$ cat src/rtl/fpg8_mem_pkg.sv
`timescale 1ns/1ps
// fpg8_mem_pkg: definitions shared by the memory arbiter slice.
//   - default RAM address/data widths
//   - owner encoding reported on mem_arbiter.owner
//   - arbiter FSM state type and a state-to-owner helper
package fpg8_mem_pkg;

  localparam int DEF_ADDR_WIDTH = 12;
  localparam int DEF_DATA_WIDTH = 16;

  localparam logic [1:0] OWN_NONE = 2'b00;
  localparam logic [1:0] OWN_CPU  = 2'b01;
  localparam logic [1:0] OWN_DBG  = 2'b10;

  typedef enum logic [1:0] {
    ST_IDLE    = 2'd0,
    ST_CPU_OWN = 2'd1,
    ST_DBG_OWN = 2'd2
  } arb_state_e;

  // The owner code is a direct image of the state that recorded the last grant.
  function automatic logic [1:0] state_to_owner(input arb_state_e st);
    logic [1:0] own;
    case (st)
      ST_CPU_OWN: own = OWN_CPU;
      ST_DBG_OWN: own = OWN_DBG;
      default:    own = OWN_NONE;
    endcase
    return own;
  endfunction

endpackage

$ cat src/rtl/sat_counter.sv
`timescale 1ns/1ps
// sat_counter: small saturating up-counter with synchronous clear.
// Ports:
//   clk, rst    : clock, asynchronous active-high reset
//   inc_i       : count up by one (held at LIMIT once reached)
//   clr_i       : return to zero; wins over inc_i
//   at_limit_o  : count equals LIMIT
module sat_counter #(
  parameter int WIDTH = 4,
  parameter int LIMIT = 4
) (
  input  logic clk,
  input  logic rst,
  input  logic inc_i,
  input  logic clr_i,
  output logic at_limit_o
);

  localparam logic [WIDTH-1:0] LIM = WIDTH'(LIMIT);

  logic [WIDTH-1:0] cnt_q;

  // Count register: clear has priority, increment stops at LIM.
  always_ff @(posedge clk or posedge rst) begin
    if (rst) begin
      cnt_q <= '0;
    end else if (clr_i) begin
      cnt_q <= '0;
    end else if (inc_i && (cnt_q != LIM)) begin
      cnt_q <= cnt_q + {{(WIDTH-1){1'b0}}, 1'b1};
    end else begin
      cnt_q <= cnt_q;
    end
  end

  assign at_limit_o = (cnt_q == LIM);

endmodule

$ cat src/rtl/mem_arbiter.sv
`timescale 1ns/1ps
// mem_arbiter: shares one synchronous single-port RAM between the CPU memory
// path and a debug/loader port. CPU has priority; a starvation counter lets
// debug in after STARVE_LIMIT denied cycles; a bounded lock lets debug keep
// ownership for up to LOCK_MAX extra consecutive grants.
// Ports:
//   clk, reset                         : clock, asynchronous active-high reset
//   cpu_req/we/addr/wdata -> cpu_gnt   : CPU request, combinational grant
//   cpu_rvalid, cpu_rdata              : CPU read return (cycle after grant)
//   dbg_req/we/addr/wdata/lock, dbg_gnt, dbg_rvalid, dbg_rdata : debug port
//   ram_w_en/r_en/w_addr/r_addr/w_data : RAM drive (combinational)
//   ram_r_data                         : RAM read data, cycle after ram_r_en
//   owner                              : registered last-granted requester
module mem_arbiter
  import fpg8_mem_pkg::*;
#(
  parameter int ADDR_WIDTH   = DEF_ADDR_WIDTH,
  parameter int DATA_WIDTH   = DEF_DATA_WIDTH,
  parameter int STARVE_LIMIT = 4,
  parameter int LOCK_MAX     = 8
) (
  input  logic                  clk,
  input  logic                  reset,
  input  logic                  cpu_req,
  input  logic                  cpu_we,
  input  logic [ADDR_WIDTH-1:0] cpu_addr,
  input  logic [DATA_WIDTH-1:0] cpu_wdata,
  output logic                  cpu_gnt,
  output logic                  cpu_rvalid,
  output logic [DATA_WIDTH-1:0] cpu_rdata,
  input  logic                  dbg_req,
  input  logic                  dbg_we,
  input  logic [ADDR_WIDTH-1:0] dbg_addr,
  input  logic [DATA_WIDTH-1:0] dbg_wdata,
  input  logic                  dbg_lock,
  output logic                  dbg_gnt,
  output logic                  dbg_rvalid,
  output logic [DATA_WIDTH-1:0] dbg_rdata,
  output logic                  ram_w_en,
  output logic                  ram_r_en,
  output logic [ADDR_WIDTH-1:0] ram_w_addr,
  output logic [ADDR_WIDTH-1:0] ram_r_addr,
  output logic [DATA_WIDTH-1:0] ram_w_data,
  input  logic [DATA_WIDTH-1:0] ram_r_data,
  output logic [1:0]            owner
);

  arb_state_e state_q, state_d;
  logic [1:0] owner_q;
  logic       cpu_rvalid_q, dbg_rvalid_q;

  logic starve_at_limit, lock_at_limit;
  logic lock_grant, cpu_win, dbg_win;
  logic any_gnt, sel_we;

  // Grant decision: locked debug continuation, then CPU priority with the
  // starvation override, then the sole requester.
  always_comb begin
    lock_grant = 1'b0;
    cpu_win    = 1'b0;
    dbg_win    = 1'b0;
    if ((state_q == ST_DBG_OWN) && dbg_lock && dbg_req && !lock_at_limit) begin
      lock_grant = 1'b1;
      dbg_win    = 1'b1;
    end else if (cpu_req && dbg_req) begin
      if (starve_at_limit) begin
        dbg_win = 1'b1;
      end else begin
        cpu_win = 1'b1;
      end
    end else if (cpu_req) begin
      cpu_win = 1'b1;
    end else if (dbg_req) begin
      dbg_win = 1'b1;
    end else begin
      cpu_win = 1'b0;
    end
  end

  // Grants are suppressed for as long as reset is asserted.
  assign cpu_gnt = cpu_win && !reset;
  assign dbg_gnt = dbg_win && !reset;
  assign any_gnt = cpu_gnt || dbg_gnt;

  // RAM drive: the granted requester's fields, CPU fields when idle.
  always_comb begin
    if (dbg_gnt) begin
      ram_w_addr = dbg_addr;
      ram_w_data = dbg_wdata;
      sel_we     = dbg_we;
    end else begin
      ram_w_addr = cpu_addr;
      ram_w_data = cpu_wdata;
      sel_we     = cpu_we;
    end
  end

  assign ram_r_addr = ram_w_addr;
  assign ram_w_en   = any_gnt && sel_we;
  assign ram_r_en   = any_gnt && !sel_we;

  // Next state records the winner; a cycle without any request goes idle.
  always_comb begin
    if (dbg_gnt) begin
      state_d = ST_DBG_OWN;
    end else if (cpu_gnt) begin
      state_d = ST_CPU_OWN;
    end else begin
      state_d = ST_IDLE;
    end
  end

  // FSM plus registered owner and read-return flags. The rvalid pair acts as
  // the return tag: exactly one is set the cycle after a granted read, and
  // reset drops any read still in flight.
  always_ff @(posedge clk or posedge reset) begin
    if (reset) begin
      state_q      <= ST_IDLE;
      owner_q      <= OWN_NONE;
      cpu_rvalid_q <= 1'b0;
      dbg_rvalid_q <= 1'b0;
    end else begin
      state_q      <= state_d;
      owner_q      <= state_to_owner(state_d);
      cpu_rvalid_q <= cpu_gnt && !cpu_we;
      dbg_rvalid_q <= dbg_gnt && !dbg_we;
    end
  end

  assign owner      = owner_q;
  assign cpu_rvalid = cpu_rvalid_q;
  assign dbg_rvalid = dbg_rvalid_q;
  assign cpu_rdata  = ram_r_data;
  assign dbg_rdata  = ram_r_data;

  // Starvation: counts denied debug-request cycles; any debug grant or a
  // dropped request restarts the count.
  sat_counter #(
    .WIDTH (4),
    .LIMIT (STARVE_LIMIT)
  ) u_starve_cnt (
    .clk        (clk),
    .rst        (reset),
    .inc_i      (dbg_req && !dbg_gnt),
    .clr_i      (dbg_gnt || !dbg_req),
    .at_limit_o (starve_at_limit)
  );

  // Lock: counts grants won through the lock rule; any other grant or an
  // idle state starts a fresh burst.
  sat_counter #(
    .WIDTH (4),
    .LIMIT (LOCK_MAX)
  ) u_lock_cnt (
    .clk        (clk),
    .rst        (reset),
    .inc_i      (lock_grant && dbg_gnt),
    .clr_i      ((state_q == ST_IDLE) || (any_gnt && !lock_grant)),
    .at_limit_o (lock_at_limit)
  );

endmodule

$ cat config.mk
export PLATFORM = sky130hd
export DESIGN_NAME = mem_arbiter
export DESIGN_NICKNAME = d
export VERILOG_FILES = /design/src/rtl/fpg8_mem_pkg.sv /design/src/rtl/sat_counter.sv /design/src/rtl/mem_arbiter.sv
export SDC_FILE = /design/constraint.sdc
export NUM_CORES = 1
export LEC_CHECK = 0
export CORE_MARGIN = 5
export CORE_UTILIZATION = 30
export CTS_CLUSTER_SIZE = 14
export DETAILED_ROUTE_END_ITERATION = 10
export GPL_TIMING_DRIVEN = 1
export PLACE_DENSITY = 0.91
export SLEW_MARGIN = 20
export SYNTH_ARGS = -nofsm -noshare
export SYNTH_HDL_FRONTEND = slang
export SYNTH_SLANG_ARGS = --single-unit
$ cat constraint.sdc
create_clock -name clk -period 7.35 [get_ports clk]
set_input_delay 2.205 -clock clk [delete_from_list [all_inputs] [get_ports clk]]
set_output_delay 2.205 -clock clk [all_outputs]
set_load 0.1 [all_outputs]
==> impl_results.md <==
* Core area at approximately 0.0048 mm²
* CP Class: input pin to output port
* Synth area leaders: mux2_4, buf_4, dfrtp_1
* Crit-path cells: clkdlybuf4s50_1 > nand3b_1 > o211a_1 > or2_2 > inv_1 > a22o_1 > buf_12
* Dpl cells at ~270
* Die height at ~80 µm
* Peak fanout along the critical path at 32
* First-pass GRT wire length at just over 6 mm
* Post-Syn Area at roughly 0.0015 mm²
* Routability cong. at approximately 0.80
* Tcrit/Tclk final at 0.907
* Post-synth ARST share at 1.00
* Clock root cell: clkbuf_8
* Clk Latency, worst-skew pair at approximately 0.24 ns
* TritonCTS clock tree: yes
* Layout cells sized above 1 at 0.368
* Cell with the most instances after synthesis: buf_4
* Worst Hold Slack at approximately 0.54 ns
* Status: finished, final reports clean
* Die area at 0.00645 mm²
* Synth cell types at 27
* Iteration-0 DRC Markers at 17
* Residual DRC at 0
* Grt total ovfl at 0
* Pins Over Slew Limit at 0
* Post-route cell area at about 0.0026 mm²
* Power per Cell Area at approximately 170 mW/mm²
* Register Area at 325 µm²
* Vias at roughly 1,200
* CP arrival at about 4.5 ns
* VDD IR max at ~0.00013 V
* N_diodes at 0
* Hpwl dp at 3.64 mm
* DR vias/cell at 4.38
* TritonCTS Buffers at 3
* CP required at 5.14 ns
* Fill cells at 399
* Final WL at 4.15 mm
* CTS sink cnt at 13
* Max cap viols at 0
* Slowest cell delay on critical path at 0.76 ns
* I/O pin cnt at 159
* Yosys warns at 0
* Area share of the largest cell type after synthesis at 0.263
* Final TNS setup at 0 ns
* # hold bufs at CTS at 0
* Max_slew headroom at 0.337
* Min Tclk post-route at 6.66 ns
* Critical hold path startpoint: u_lock_cnt.cnt_q[3]
* Ys flop type: dfrtp_1
* Setup Viol. Count Final at 0
* CP Capture Point: ram_w_en
* Hold crit path type: flop to flop
* CP top delay family: simple AND/OR/NAND/NOR gates
* Sequential area share after synthesis at 0.219
* Mapped Avg Cell Area at about 10 µm²
* Cells after Synth at 145
* Vias in the first global route at 1,327
* FF-to-FF setup slack at a little over 5 ns
* R2r startpoint: u_lock_cnt.cnt_q[0]
* GRT Util Overall at 0.122
* Largest net degree at the start of global routing at 33
* Maximum buffer depth of the clock tree at 2
* DRT antenna net count at 0
* Critical path startpoint category: input pin
* Die width at between 80 and 90 µm
* Register bit total from synthesis at 13
* Starting Density at 0.312
* Clock slew at reported path FFs at 0.05 ns
* CTS resizes at 0
* Area growth, synth to finish at 74.2%
* Final Hold Vio Count at 0
* Fmax at ~150 MHz
* Site Rows at 25
* P_leak at approximately 1.2 nW
* Average wire per standard cell at ~15 µm
* Dpl cell area at around 0.0025 mm²
* Biggest area consumer among synthesized cells: mux2_4
* Fin cells at roughly 280
* Worst Path Buf+Inv at 3
* Slew at the pin closest to its max-slew limit at 0.992 ns
* Crit path depth at 7
* Number of I/O port buffers at 110
* Number of synthesized flops with an enable pin at 0
* Synth top cells by count: buf_4, mux2_4, dfrtp_1
* Crit end category: output port
* Crit path from: dbg_lock
* Synthesized Nets at 228
* H-tree levels at 1
* Pre-Repair DR Iteration Count at 4
* RSZ-0062 raised after global routing: false
* Worst-case reg-to-reg path depth at 6
* Post-CTS Setup Inserts at 0
* Total Nets Final at between 200 and 300
* Initial antenna violation count at 0
* Worst clock skew at approximately 0.0019 ns
* Slowest CP cell: or2_2
* Area of the multi-input gates at 716 µm²
* Reg2reg end: state_q[1]
worst min path at each step:
stage                            end  slack, ns  depth (start not counted)
2_1_floorplan  u_starve_cnt.cnt_q[3]       0.50                          2
6_report         u_lock_cnt.cnt_q[3]       0.54                          2
5_1_grt          u_lock_cnt.cnt_q[3]       0.58                          2
3_5_place_dp     u_lock_cnt.cnt_q[3]       0.53                          2
3_3_place_gp   u_starve_cnt.cnt_q[3]       0.51                          2
4_1_cts          u_lock_cnt.cnt_q[3]       0.54                          2
routing by layer:
layer / track usage / part of all wire / vias up
li1: - / - / 567
met1: 0.115 / 0.33 / 527
met2: 0.222 / 0.50 / 97
met3: 0.0605 / 0.14 / 19
met4: 0.0524 / 0.028 / 0
met5: 0 / 0 / -
per-stage QoR:
stage	total power, mW	utilization	setup slack (ns)
after floorplan	0.351	-	0.571
after global placement	0.368	0.534	0.772
after detailed placement	0.372	0.534	0.646
after CTS	0.436	0.543	0.644
after global routing	0.448	0.543	0.543
final	0.431	0.543	0.685
area by class of cell:
| cell class | count | area share |
|---|---|---|
| Multi-Input combinational cell | 73 | 0.277 |
| Clock buffer | 4 | 0.0174 |
| Sequential cell | 13 | 0.126 |
| Inverter | 9 | 0.0131 |
| Tap cell | 67 | 0.0325 |
| Timing Repair Buffer | 110 | 0.534 |
tightest hold or removal path, cell delays in order (launching register included):
cell and delay, ns:
dfrtp_1 0.36, xnor2_1 0.07, nor2_1 0.07
sequential cells by signal (all words and copies together), names as in the netlist:
name,flops
cpu_rvalid,1
u_starve_cnt.cnt_q,4
u_lock_cnt.cnt_q,4
dbg_rvalid,1
state_q,2
owner,1
cell usage in the layout, fill, tap and decap left out, types with 2 or more instances in the layout:
| master | synthesis | routed |
|---|---|---|
| clkdlybuf4s50_1 | 0 | 66 |
| buf_12 | 2 | 31 |
| mux2_4 | 26 | 26 |
| dfrtp_1 | 13 | 13 |
| buf_4 | 45 | 13 |
| nor2_1 | 10 | 10 |
| inv_1 | 9 | 9 |
| xnor2_1 | 5 | 5 |
| a21oi_1 | 5 | 4 |
| ha_1 | 4 | 4 |
| clkbuf_8 | 0 | 3 |
| nand3b_1 | 2 | 2 |
| o21ai_0 | 2 | 2 |
| nor3_1 | 2 | 2 |
| mux2_2 | 2 | 2 |
| nor4_1 | 2 | 2 |
| nand3_1 | 2 | 2 |
where the power goes:
part	switching, mW	internal (mW)
clock network	0.0245	0.0383
logic	0.183	0.109
registers	0.00208	0.0743
total	0.209	0.222
cell families after synthesis:
kind of cell             count (synthesis)  share of synthesized area
AND/OR/NAND/NOR                         24                     0.0836
flip-flops                              13                      0.219
multiplexers                            29                      0.285
adder cells (fa/ha/maj)                  4                     0.0338
XOR/XNOR                                 5                     0.0295
buffers and inverters                   59                      0.300
AO/OA/AOI/OAI                           11                     0.0481
(Power assumes the default switching activity.)
